File: src/rtl/load_store_unit.sv
// Load/store unit: sole master of the 16K x 19-bit data memory. Handles
// single-word LOAD/STORE plus multi-cycle block FILL and forward COPY.
module load_store_unit #(
    parameter int ADDR_W = 14,
    parameter int DATA_W = 19
) (
    input  logic              clk,
    input  logic              reset,
    input  logic              req_valid,
    output logic              req_ready,
    input  logic [1:0]        req_op,
    input  logic [ADDR_W-1:0] req_base,
    input  logic [ADDR_W-1:0] req_offset,
    input  logic [DATA_W-1:0] req_data,
    input  logic [ADDR_W-1:0] req_len,
    output logic              resp_valid,
    output logic [DATA_W-1:0] resp_data,
    output logic              busy,
    output logic [ADDR_W-1:0] mem_address,
    output logic [DATA_W-1:0] mem_write_data,
    output logic              mem_write_en,
    input  logic [DATA_W-1:0] mem_read_data
);

    typedef enum logic [2:0] {
        IDLE, LOAD, STORE, FILL, COPY_RD, COPY_WR, DONE
    } state_t;

    localparam logic [1:0] OP_LOAD  = 2'b00;
    localparam logic [1:0] OP_STORE = 2'b01;
    localparam logic [1:0] OP_COPY  = 2'b10;
    localparam logic [1:0] OP_FILL  = 2'b11;

    state_t              state_reg, state_next;
    logic [ADDR_W-1:0]   src_reg;
    logic [ADDR_W-1:0]   dst_reg;
    logic [ADDR_W-1:0]   remaining_reg;
    logic [DATA_W-1:0]   data_reg;
    logic [DATA_W-1:0]   hold_reg;
    logic [DATA_W-1:0]   resp_data_reg;
    logic                write_req;
    logic                accept;
    logic [ADDR_W-1:0]   ea;

    assign ea         = req_base + req_offset;
    assign req_ready  = (state_reg == IDLE) && reset;
    assign accept     = req_valid && req_ready;
    assign resp_valid = (state_reg == DONE);
    assign resp_data  = resp_data_reg;
    assign busy       = (state_reg != IDLE);
    assign mem_write_en = write_req && reset;

    // The block loops check the remaining count on entry, so the final pass
    // through FILL / COPY_RD performs no memory access and only exits.
    always_comb begin
        state_next     = state_reg;
        mem_address    = '0;
        mem_write_data = '0;
        write_req      = 1'b0;
        case (state_reg)
            IDLE: begin
                if (accept) begin
                    case (req_op)
                        OP_LOAD:  state_next = LOAD;
                        OP_STORE: state_next = STORE;
                        OP_COPY:  state_next = (req_len == '0) ? DONE : COPY_RD;
                        default:  state_next = (req_len == '0) ? DONE : FILL;
                    endcase
                end
            end
            LOAD: begin
                mem_address = src_reg;
                state_next  = DONE;
            end
            STORE: begin
                mem_address    = src_reg;
                mem_write_data = data_reg;
                write_req      = 1'b1;
                state_next     = DONE;
            end
            FILL: begin
                mem_address    = dst_reg;
                mem_write_data = data_reg;
                if (remaining_reg == '0) begin
                    state_next = DONE;
                end else begin
                    write_req = 1'b1;
                end
            end
            COPY_RD: begin
                mem_address = src_reg;
                state_next  = (remaining_reg == '0) ? DONE : COPY_WR;
            end
            COPY_WR: begin
                mem_address    = dst_reg;
                mem_write_data = hold_reg;
                write_req      = 1'b1;
                state_next     = COPY_RD;
            end
            DONE:    state_next = IDLE;
            default: state_next = IDLE;
        endcase
    end

    always_ff @(posedge clk) begin
        if (!reset) begin
            state_reg     <= IDLE;
            src_reg       <= '0;
            dst_reg       <= '0;
            remaining_reg <= '0;
            data_reg      <= '0;
            hold_reg      <= '0;
            resp_data_reg <= '0;
        end else begin
            state_reg <= state_next;
            case (state_reg)
                IDLE: begin
                    if (accept) begin
                        src_reg       <= ea;
                        dst_reg       <= (req_op == OP_COPY) ? req_data[ADDR_W-1:0] : ea;
                        remaining_reg <= req_len;
                        data_reg      <= req_data;
                        // Block ops report their word count; set now, held through DONE.
                        if (req_op[1]) begin
                            resp_data_reg <= {{(DATA_W-ADDR_W){1'b0}}, req_len};
                        end
                    end
                end
                LOAD:  resp_data_reg <= mem_read_data;
                STORE: resp_data_reg <= data_reg;
                FILL: begin
                    if (remaining_reg != '0) begin
                        dst_reg       <= dst_reg + ADDR_W'(1);
                        remaining_reg <= remaining_reg - ADDR_W'(1);
                    end
                end
                COPY_RD: begin
                    if (remaining_reg != '0) begin
                        hold_reg <= mem_read_data;
                    end
                end
                COPY_WR: begin
                    src_reg       <= src_reg + ADDR_W'(1);
                    dst_reg       <= dst_reg + ADDR_W'(1);
                    remaining_reg <= remaining_reg - ADDR_W'(1);
                end
                default: ;
            endcase
        end
    end

endmodule
File: config.mk
export PLATFORM = sky130hd
export DESIGN_NAME = load_store_unit
export DESIGN_NICKNAME = d
export VERILOG_FILES = /design/src/rtl/load_store_unit.sv
export SDC_FILE = /design/constraint.sdc
export NUM_CORES = 1
export LEC_CHECK = 0
export ABC_AREA = 1
export CAP_MARGIN = 40
export CELL_PAD_IN_SITES_DETAIL_PLACEMENT = 1
export CELL_PAD_IN_SITES_GLOBAL_PLACEMENT = 1
export CORE_MARGIN = 10
export CORE_UTILIZATION = 38
export CTS_CLUSTER_SIZE = 16
export DETAILED_ROUTE_END_ITERATION = 8
export PLACE_DENSITY_LB_ADDON = 0.3
export SLEW_MARGIN = 25
export SYNTH_ARGS = -nofsm -noshare
export SYNTH_HDL_FRONTEND = slang
export SYNTH_SLANG_ARGS = --single-unit
File: constraint.sdc
create_clock -name clk -period 3 [get_ports clk]
set_clock_uncertainty 0.1 [all_clocks]
set_input_delay 0.45 -clock clk [delete_from_list [all_inputs] [get_ports clk]]
set_output_delay 0.45 -clock clk [all_outputs]
set_load 0.02 [all_outputs]
== Word-level counts from Yosys, hierarchy flattened ==
Cells that the tools add are included.
Word-level totals
  word-level logic and storage cells: 69
  bits in registers: 102
  RAM bits: 0
  latch bits: 0
  memory bits (read-only): 0
  memories kept: 0
Operators by class
  shifts and indexed selects: 0
  equal/unequal tests: 12
  add/subtract/negate cells: 4
  div/mod/pow operators: 0
  bitwise logic cells: 0
  multiplexer cells: 23
  magnitude comparators: 0
  multipliers: 0
  reductions and logical operators: 23
Operators by type and width (number)
  14-bit 2-to-1 mux: 6
  14-bit one-hot mux with 3 select lines: 2
  19-bit one-hot mux with 3 select lines: 1
  14-bit one-hot mux with 2 select lines: 2
  19-bit 2-to-1 mux: 2
  19-bit one-hot mux with 2 select lines: 1
  14-bit by 1-bit adder with 14-bit output (second input constant): 2
  14-bit logical NOT: 2
  3-bit one-hot mux with 5 select lines: 1
  14-bit adder: 1
  14-bit nonzero test: 1
  14-bit by 1-bit subtractor with 14-bit output (second input constant): 1
  3-bit equality test (second input constant): 3
  3-bit 2-to-1 mux: 3
  3-bit one-hot mux with 3 select lines: 1
  3-bit nonzero test: 3
  2-bit inequality test (second input constant): 4
  2-bit AND reduction: 4
  2-bit OR reduction: 4
  3-bit by 2-bit equality test with 1-bit output (second input constant): 2
  3-bit AND reduction: 2
  2-bit 2-to-1 mux: 2
  3-bit by 1-bit equality test with 1-bit output (second input constant): 1
  1-bit logical AND: 3
  other kinds (8): 8

== Longest topological paths before layout ==
Gate-level depths: netlist of run 1.
  word-level depth: 5
  gate-level depth with buffers: 12
  gate-level depth less buffers: 12

== Worst setup path before layout of run 1 ==
OpenSTA, ideal clock, no wires.
  path kind: reg2out
  start point: register state_reg[1]
  end point: output port mem_address[1]
  stages on the path, launching flop included: 8
  arrival time: 1.582 ns
  setup slack: 0.868 ns
  cells stage by stage: dfxtp_1 > inv_2 > nand2_2 > nand3_1 > inv_1 > nor2_1 > clkbuf_1 > o21ai_0
Between the ends
  longest elaborated chain between the ends: 3
  elaborated cells between the ends (all ways): 8
Ends and longest elaborated chain
  from (decl): RTL line 34  | state_t state_reg, state_next;
  from (signal assigned): RTL line 115  | state_reg <= state_next;
  3-bit equality test (tied with other cells): RTL line 60  | case (state_reg)
  3-bit OR reduction (no source line) or 2-bit OR reduction (tied branches)
  14-bit one-hot mux with 2 select lines (*): RTL line 60
  to (decl): RTL line 19  | output logic [ADDR_W-1:0] mem_address,
Every way passes the cells marked *; elsewhere a longest branch is shown, timed or not.

== Worst setup path in the final report of run 1 ==
  start point: register state_reg[1]
  end point: output port mem_write_data[1]
Between the ends
  longest elaborated chain between the ends: 3
  elaborated cells between the ends (all ways): 5
Ends and longest elaborated chain
  3-bit by 2-bit equality test with 1-bit output: RTL line 60
  2-bit OR reduction (no source line)
  19-bit one-hot mux with 2 select lines (*): RTL line 60
  to (decl): RTL line 20  | output logic [DATA_W-1:0] mem_write_data,
Marked as above.

==> results.py, run 1 <==
metrics = {
    "placed_design": {
        "dp_hpwl_microns": 18400,
        "portBuffers": 140,
        "place_congestion": 0.885,
        "placed_area_sq_um": 7840,
    },
    "flow_run": {
        "cap_viol_max_count": 0,
    },
    "sta": {
        "finalHoldViolations": 0,
        "fin_crit_sh_pct": 96.6,
        "timing.fmax_mhz": 345,
        "setup_viol": 0,
        "max-slew-margin-rel_pct": 52.1,
        "worstMarginPinSlew_ns": 0.719,
        "slew_violations": 0,
        "fin_tns_setup_ns": 0,
        "period_minus_slack_ns": 2.90,
        "rsz0062_at_grt": "false",
    },
    "clock_tree": {
        "clockBufferDepth": 2,
        "numCtsBuffers": 9,
        "clk_pin_slew_worst_paths_ns": 0.08,
        "clock_latency_ns": 0.36,
        "cts_root_buf": "clkbuf_16",
        "cts.sinks": 102,
        "cts_tree": "yes",
        "htreeDepth": 3,
    },
    "yosys": {
        "synthCells": 981,
        "postSynthAreaPerCell_sq_um": 6.40,
        "syn-cell-area_sq_um": 6270,
        "synth_seq_area_share_pct": 32.5,
        "ys_ff_latch": 102,
        "ys.flop_type": "dfxtp_1",
        "ys_types": 39,
        "synth_edf_count": 0,
        "synth_async_sr_flop_share_pct": 0,
        "yosysMostFrequentCell": "nand2_1",
        "ys.warnings.count": 0,
        "yosys.area.top_type_share_pct": 32.5,
        "synth_area_leaders": "dfxtp_1 (33%), nand2_1 (12%), a21oi_1 (10%)",
        "yosys.area.top_type": "dfxtp_1",
        "synthTopCellsByCount": "nand2_1 (195), a21oi_1 (127), o21ai_0 (125)",
        "synth.net_count": 1083,
    },
    "cells_and_area": {
        "seq_area_sq_um": 2040,
        "drive_above_1_share_pct": 4.87,
        "diodes": 0,
        "layout.nets": 1206,
        "finish.instance_area_sq_um": 8210,
        "synthToLayoutAreaGrowth_pct": 30.9,
        "multi_input_area_sq_um": 3550,
        "fillers": 2120,
    },
    "critical_path": {
        "crit_path_start_kind": "flip-flop",
        "critPathKind": "flip-flop to primary output",
        "path_max_fanout": 19,
        "worstSetupEndpointType": "primary output",
        "crit_arrival_ns": 2.35,
        "crit_required_ns": 2.45,
    },
    "global_route": {
        "grt_pass1_wl_microns": 37700,
        "grt_start_max_net_pins": 77,
        "antenna_found_initial": 0,
        "grt_use_total_pct": 21.0,
        "grt.overflow.total": 0,
        "first_global_vias": 7148,
    },
    "drt": {
        "drt_iter0_drc": 359,
        "routed_wl_microns": 23600,
        "num_vias": 7041,
        "routed_via_density": 5.31,
        "detail_route.wl_per_cell_microns": 17.8,
        "firstDrtPassIters": 5,
        "drc": 0,
        "drtAntennaViolNets": 0,
    },
    "hold_path": {
        "hp-class": "flip-flop to flip-flop",
    },
    "die": {
        "die_y_microns": 149,
        "num_rows": 46,
        "core_area_sq_um": 16100,
        "die_w_microns": 149,
        "die_area_sq_um": 22100,
        "start_util_pct": 39.1,
        "ios": 141,
    },
    "power": {
        "p_leak_nw": 3.68,
        "max-vdd-ir-drop_mv": 0.389,
        "finalPower_mw": 6.26,
        "power.density_nw_per_um2": 762,
    },
    "status": {
        "status": "complete, no violations",
    },
}
[worst paths after layout]
kind | start | slack [ns] | endpoint | cells after the start
hold reg to reg | data_reg[14] | 0.38 | data_reg[14] | 2
setup reg to reg | remaining_reg[0] | 0.52 | dst_reg[9] | 11
hold / removal | data_reg[14] | 0.38 | data_reg[14] | 2
setup / recovery | state_reg[1] | 0.10 | mem_write_data[1] | 8
[routing by layer]
metal | vias to the layer above | part of all wire (%) | GRT usage, %
li1 | 3513 | - | -
met1 | 3350 | 43 | 24.9
met2 | 153 | 50 | 37.5
met3 | 25 | 4.6 | 3.76
met4 | 0 | 2.0 | 6.14
met5 | - | 0 | 0
[what timing repair did]
action	in CTS	in global routing
endpoints found under the setup margin	25	24
hold buffers	0	0
setup buffers	1	0
gates resized for setup	13	18
[stage by stage]
| stage | hold slack (ns) | utilization, % | setup slack (ns) | std cells |
|---|---|---|---|---|
| finish | 0.383 | 51.2 | 0.103 | 1325 |
| global route | 0.421 | 51.2 | 0.000922 | 1325 |
| CTS | 0.386 | 50.9 | 0.00721 | 1325 |
| detailed placement | 0.375 | 48.8 | 0.184 | 1308 |
| global placement | 0.365 | 48.7 | 0.244 | 1306 |
| floorplan | 0.345 | - | 0.868 | 981 |
[critical path, stage by stage (launching register included)]
cell and delay, ns:
dfxtp_1 0.43, nand2_1 0.17, nor2_4 0.16, inv_1 0.06
nand2_1 0.10, clkinvlp_4 0.11, buf_12 0.15, o21ai_0 0.16
clkdlybuf4s50_1 0.64
[cell families after synthesis]
logic type | after synthesis | share of synthesized area, %
AO/OA/AOI/OAI | 300 | 25.0
XOR/XNOR | 21 | 2.93
adder cells (fa/ha/maj) | 17 | 3.51
buffers and inverters | 166 | 11.0
flip-flops | 102 | 32.5
multiplexers | 1 | 0.160
AND/OR/NAND/NOR | 374 | 24.8
[placed cells by master (no fill, tap or decap), types with 4 or more instances in the layout]
master and count:
nand2_1 195, a21oi_1 127, o21ai_0 124, clkdlybuf4s50_1 116, inv_1 113, dfxtp_1 101
nor2_1 88, nand3_1 57, o22ai_1 29, ha_1 16, xor2_1 15, buf_4 15
dlymetal6s2s_1 14, nor3_1 13, clkbuf_16 9, dlygate4sd2_1 9, a31oi_1 7, nand4_1 6
xnor2_1 6, inv_2 4, nor2_2 4, o21ai_1 4
[power breakdown]
part / switching (mW) / internal (mW) / total, mW
combinational: 1.91 / 1.06 / 2.97
sequential: 0.291 / 1.76 / 2.05
clock: 0.568 / 0.664 / 1.23
total: 2.77 / 3.49 / 6.26
[cell type report]
type                    instances  area share [%]
multi-input cells             713            43.3
repair buffers                158            19.2
inverters                     120            5.59
clock buffers                  10            2.79
well taps                     216            3.29
flip-flops and latches        102            24.9
clock inverters                 6           0.960
Note: power is estimated with default switching activity, not from simulation.
==> run 2, diff against run 1 <==
==> constraint.sdc (replaced) <==
create_clock -name clk -period 3.7 [get_ports clk]
set_clock_uncertainty 0.1 [all_clocks]
set_input_delay 0.555 -clock clk [delete_from_list [all_inputs] [get_ports clk]]
set_output_delay 0.555 -clock clk [all_outputs]
set_load 0.02 [all_outputs]
==> results.py, run 2 (synthesized netlist as in run 1, its figures left out) <==
metrics = {
    "status": {
        "status": "complete, no violations",
    },
    "cells_and_area": {
        "synthToLayoutAreaGrowth_pct": 29.1,
        "finish.instance_area_sq_um": 8100,
        "layout.nets": 1202,
        "final_cell_mix": "nand2_1 (195), clkdlybuf4s50_1 (139), a21oi_1 (127), o21ai_0 (125), inv_1 (114)",
        "drive_above_1_share_pct": 4.17,
        "fillers": 2130,
        "seq_area_sq_um": 2040,
        "fin_cells": 1322,
        "final_common_cell": "nand2_1",
        "multi_input_area_sq_um": 3540,
    },
    "clock_tree": {
        "cts_root_buf": "clkbuf_16",
        "clk_pin_slew_worst_paths_ns": 0.07,
        "numCtsBuffers": 9,
        "ctsHoldBuffers": 0,
        "cts_tree": "yes",
        "cts.sinks": 102,
        "post_cts_resized": 0,
        "htreeDepth": 3,
        "clockBufferDepth": 2,
        "clock_latency_ns": 0.36,
        "cts_setup_buffers": 0,
    },
    "sta": {
        "hold_ws_ns": 0.383,
        "finalHoldViolations": 0,
        "fin_crit_sh_pct": 91.5,
        "setup_viol": 0,
        "period_minus_slack_ns": 3.38,
        "rsz0062_at_grt": "false",
        "worstMarginPinSlew_ns": 0.828,
        "slew_violations": 0,
        "setup_slack_ns": 0.316,
        "timing.fmax_mhz": 296,
        "fin_tns_setup_ns": 0,
        "max-slew-margin-rel_pct": 44.7,
    },
    "die": {
        "die_area_sq_um": 22100,
        "ios": 141,
        "die_y_microns": 149,
        "num_rows": 46,
        "core_area_sq_um": 16100,
        "die_w_microns": 149,
        "start_util_pct": 39.1,
    },
    "critical_path": {
        "reg2reg_from": "state_reg[0]",
        "path_depth": 6,
        "endpoint": "mem_write_en",
        "crit_required_ns": 3.04,
        "crit_path_start_kind": "flip-flop",
        "reg2reg_to": "dst_reg[6]",
        "path_max_fanout": 28,
        "path_cells": "inv_2 > nor3_4 > buf_4 > inv_2 > a31oi_1 > clkdlybuf4s50_1",
        "crit_path_frequent_cell": "inv_2",
        "startpoint": "state_reg[2]",
        "critPathKind": "flip-flop to primary output",
        "crit_arrival_ns": 2.73,
        "r2r_setup_slack_ns": 1.05,
        "r2r_cells": 9,
        "worstSetupEndpointType": "primary output",
        "slowest_delay_ns": 0.69,
        "crit_buf_inv": 4,
        "critical_path.top_delay_family": "buffers and inverters",
        "slowest_stage": "clkdlybuf4s50_1",
    },
    "global_route": {
        "grt_pass1_wl_microns": 38400,
        "first_global_vias": 7185,
        "grt_start_max_net_pins": 77,
        "antenna_found_initial": 2,
        "grt.overflow.total": 0,
        "grt_use_total_pct": 21.6,
    },
    "drt": {
        "drc": 0,
        "routed_wl_microns": 24500,
        "num_vias": 7086,
        "detail_route.wl_per_cell_microns": 18.5,
        "firstDrtPassIters": 5,
        "drtAntennaViolNets": 0,
        "routed_via_density": 5.36,
        "drt_iter0_drc": 348,
    },
    "hold_path": {
        "hp-class": "flip-flop to flip-flop",
        "holdPathStages": 2,
    },
    "placed_design": {
        "dpl.cell_count": 1305,
        "place_congestion": 0.900,
        "portBuffers": 140,
        "pre_cts_slack_ns": 0.742,
        "dp_hpwl_microns": 18900,
        "placed_area_sq_um": 7820,
    },
    "power": {
        "p_leak_nw": 3.34,
        "max-vdd-ir-drop_mv": 0.313,
        "power.density_nw_per_um2": 620,
    },
    "flow_run": {
        "cap_viol_max_count": 0,
    },
}
==> run 2: worst min-delay path by stage <==
stage,startpoint,to,slack (ns)
after global placement,data_reg[17],data_reg[17],0.36
after floorplan,data_reg[10],data_reg[10],0.35
after global routing,src_reg[13],src_reg[13],0.42
after detailed placement,src_reg[11],src_reg[11],0.38
final,remaining_reg[10],remaining_reg[10],0.38
after CTS,src_reg[11],src_reg[11],0.39
==> run 2: per-layer routing <==
metal	track usage [%]	part of all wire [%]	vias to the layer above
li1	-	-	3494
met1	25.3	43	3385
met2	38.2	50	172
met3	4.37	4.6	35
met4	7.73	2.6	0
met5	0	0	-
==> run 2: layout make-up <==
cell class                 count  area share, %
multi-input combinational    713           43.8
inverter                     120           5.59
sequential                   102           25.2
clock buffer                   9           2.78
tap                          216           3.34
timing repair buffer         154           18.6
antenna                        2         0.0618
clock inverter                 6          0.633
==> run 2: metrics by stage <==
step / util (%) / power (mW)
2_1_floorplan: - / 3.21
3_3_place_gp: 48.6 / 3.95
3_5_place_dp: 48.7 / 4.06
4_1_cts: 50.4 / 5.02
5_1_grt: 50.4 / 5.38
6_report: 50.4 / 5.02
==> run 2: worst min-delay path, stage by stage, from the launching register on <==
cell and delay, ns:
dfxtp_1 0.31, o21ai_0 0.07, a21oi_1 0.06
==> run 2: where the power goes <==
group / switching, mW / total (mW) / internal (mW) / leakage [nW]
clock: 0.479 / 0.945 / 0.466 / 0.139
combinational: 1.57 / 2.41 / 0.842 / 2.37
sequential: 0.238 / 1.67 / 1.43 / 0.835
total: 2.29 / 5.02 / 2.74 / 3.34
==> run 3, diff against run 2 <==
--- a/config.mk
+++ b/config.mk
@@ -6,7 +6,7 @@
 export NUM_CORES = 1
 export LEC_CHECK = 0
 export ABC_AREA = 1
-export CAP_MARGIN = 40
+export CAP_MARGIN = 5
 export CELL_PAD_IN_SITES_DETAIL_PLACEMENT = 1
 export CELL_PAD_IN_SITES_GLOBAL_PLACEMENT = 1
 export CORE_MARGIN = 10
==> results.py, run 3 (synthesized netlist as in run 1, its figures left out) <==
metrics = {
    "clock_tree": {
        "numCtsBuffers": 9,
        "ctsHoldBuffers": 0,
        "cts.sinks": 102,
        "clock_latency_ns": 0.36,
        "htreeDepth": 3,
        "clockBufferDepth": 2,
        "clk_pin_slew_worst_paths_ns": 0.07,
        "cts_setup_buffers": 0,
        "cts_tree": "yes",
        "cts_root_buf": "clkbuf_16",
        "post_cts_resized": 0,
    },
    "drt": {
        "routed_wl_microns": 24400,
        "routed_via_density": 5.33,
        "num_vias": 7037,
        "firstDrtPassIters": 4,
        "drtAntennaViolNets": 0,
        "detail_route.wl_per_cell_microns": 18.4,
        "drc": 0,
        "drt_iter0_drc": 327,
    },
    "critical_path": {
        "crit_required_ns": 3.04,
        "crit_path_frequent_cell": "inv_2",
        "worstSetupEndpointType": "primary output",
        "critPathKind": "flip-flop to primary output",
        "crit_arrival_ns": 2.69,
        "slowest_stage": "clkdlybuf4s50_1",
        "path_cells": "inv_2 > nor3_4 > buf_4 > inv_2 > a31oi_1 > clkdlybuf4s50_1",
        "crit_path_start_kind": "flip-flop",
        "path_max_fanout": 28,
        "slowest_delay_ns": 0.68,
    },
    "sta": {
        "hold_ws_ns": 0.383,
        "timing.fmax_mhz": 299,
        "worstMarginPinSlew_ns": 1.00,
        "setup_viol": 0,
        "fin_crit_sh_pct": 90.5,
        "finalHoldViolations": 0,
        "fin_tns_setup_ns": 0,
        "slew_violations": 0,
        "rsz0062_at_grt": "false",
        "period_minus_slack_ns": 3.35,
        "max-slew-margin-rel_pct": 32.9,
    },
    "global_route": {
        "first_global_vias": 7227,
        "grt_start_max_net_pins": 77,
        "grt_pass1_wl_microns": 38500,
        "grt_use_total_pct": 21.6,
        "grt.overflow.total": 0,
        "antenna_found_initial": 2,
    },
    "die": {
        "ios": 141,
        "num_rows": 46,
        "core_area_sq_um": 16100,
        "die_y_microns": 149,
        "die_w_microns": 149,
        "start_util_pct": 39.1,
        "die_area_sq_um": 22100,
    },
    "cells_and_area": {
        "layout.nets": 1200,
        "drive_above_1_share_pct": 3.99,
        "synthToLayoutAreaGrowth_pct": 28.7,
        "final_cell_mix": "nand2_1 (195), clkdlybuf4s50_1 (139), a21oi_1 (127), o21ai_0 (125), inv_1 (114)",
        "seq_area_sq_um": 2040,
        "final_common_cell": "nand2_1",
        "fillers": 2104,
        "multi_input_area_sq_um": 3550,
    },
    "power": {
        "p_clk_share_pct": 18.5,
        "switchingPower_mw": 2.26,
        "power.density_nw_per_um2": 615,
        "combPwrFrac_pct": 47.9,
        "pwr-share-seq_pct": 33.6,
        "swShare_pct": 45.4,
        "p_leak_nw": 3.32,
        "intPower_mw": 2.71,
        "max-vdd-ir-drop_mv": 0.344,
    },
    "hold_path": {
        "hp-class": "flip-flop to flip-flop",
    },
    "flow_run": {
        "cap_viol_max_count": 0,
    },
    "placed_design": {
        "place_congestion": 0.900,
        "dp_hpwl_microns": 18800,
        "portBuffers": 140,
    },
    "status": {
        "status": "complete, no violations",
    },
}
[run 3: cell types whose count changed in the layout (fill, tap and decap cells not counted)]
cell / change
inv_8: -1
nor2_2: +1
nor2_1: -1
clkinvlp_4: +1
clkbuf_1: +1
buf_4: -1
clkinv_4: +1
clkinv_2: -1
inv_6: -1
buf_8: -1
[run 3: routing by layer]
layer / global-route usage, % / part of all wire, % / wire, microns / up-vias
li1: - / - / - / 3484
met5: 0 / 0 / 0 / -
met2: 37.7 / 50 / 12100 / 158
met3: 4.37 / 4.6 / 1120 / 39
met1: 25.7 / 43 / 10500 / 3356
met4: 7.58 / 2.7 / 651 / 0
[run 3: cell type report]
cell class                 instances  area share, %
clock buffer                      10           2.84
multi-input combinational        713           43.9
clock inverter                     5          0.527
inverter                         120           5.61
tap                              216           3.35
sequential                       102           25.3
antenna                            2         0.0620
timing repair buffer             152           18.4
[run 3: worst paths after layout]
kind                          start                 to  slack (ns)  depth (start not counted)
hold reg to reg   remaining_reg[10]  remaining_reg[10]        0.38                          2
setup / recovery       state_reg[2]       mem_write_en        0.35                          6
hold / removal    remaining_reg[10]  remaining_reg[10]        0.38                          2
setup reg to reg       state_reg[0]         dst_reg[6]        1.11                          9
[run 3: critical path: cells and delay by family, from the launching register on]
kind	cells	cell delay [ns]
flops	1	0.44
simple gates	1	0.21
buf+inv	4	1.36
compound gates	1	0.33
[run 3: metrics by stage]
step	std cells	util [%]	power (mW)	cell area, sq um	setup slack [ns]
after global routing	1320	50.3	5.34	8080	0.170
after global placement	1303	48.6	3.95	7800	0.630
after detailed placement	1303	48.6	4.04	7800	0.565
after floorplan	981	-	3.21	6270	1.46
after CTS	1318	50.2	4.98	8070	0.157
final	1320	50.3	4.97	8080	0.352
[run 3: power by group through the flow]
stage / combinational, mW / clock, mW / sequential, mW
after floorplan: 1.53 / 0 / 1.68
final: 2.38 / 0.920 / 1.67
after detailed placement: 2.36 / 0 / 1.68
after global routing: 2.65 / 0.982 / 1.71
after global placement: 2.29 / 0 / 1.66
after CTS: 2.38 / 0.933 / 1.66
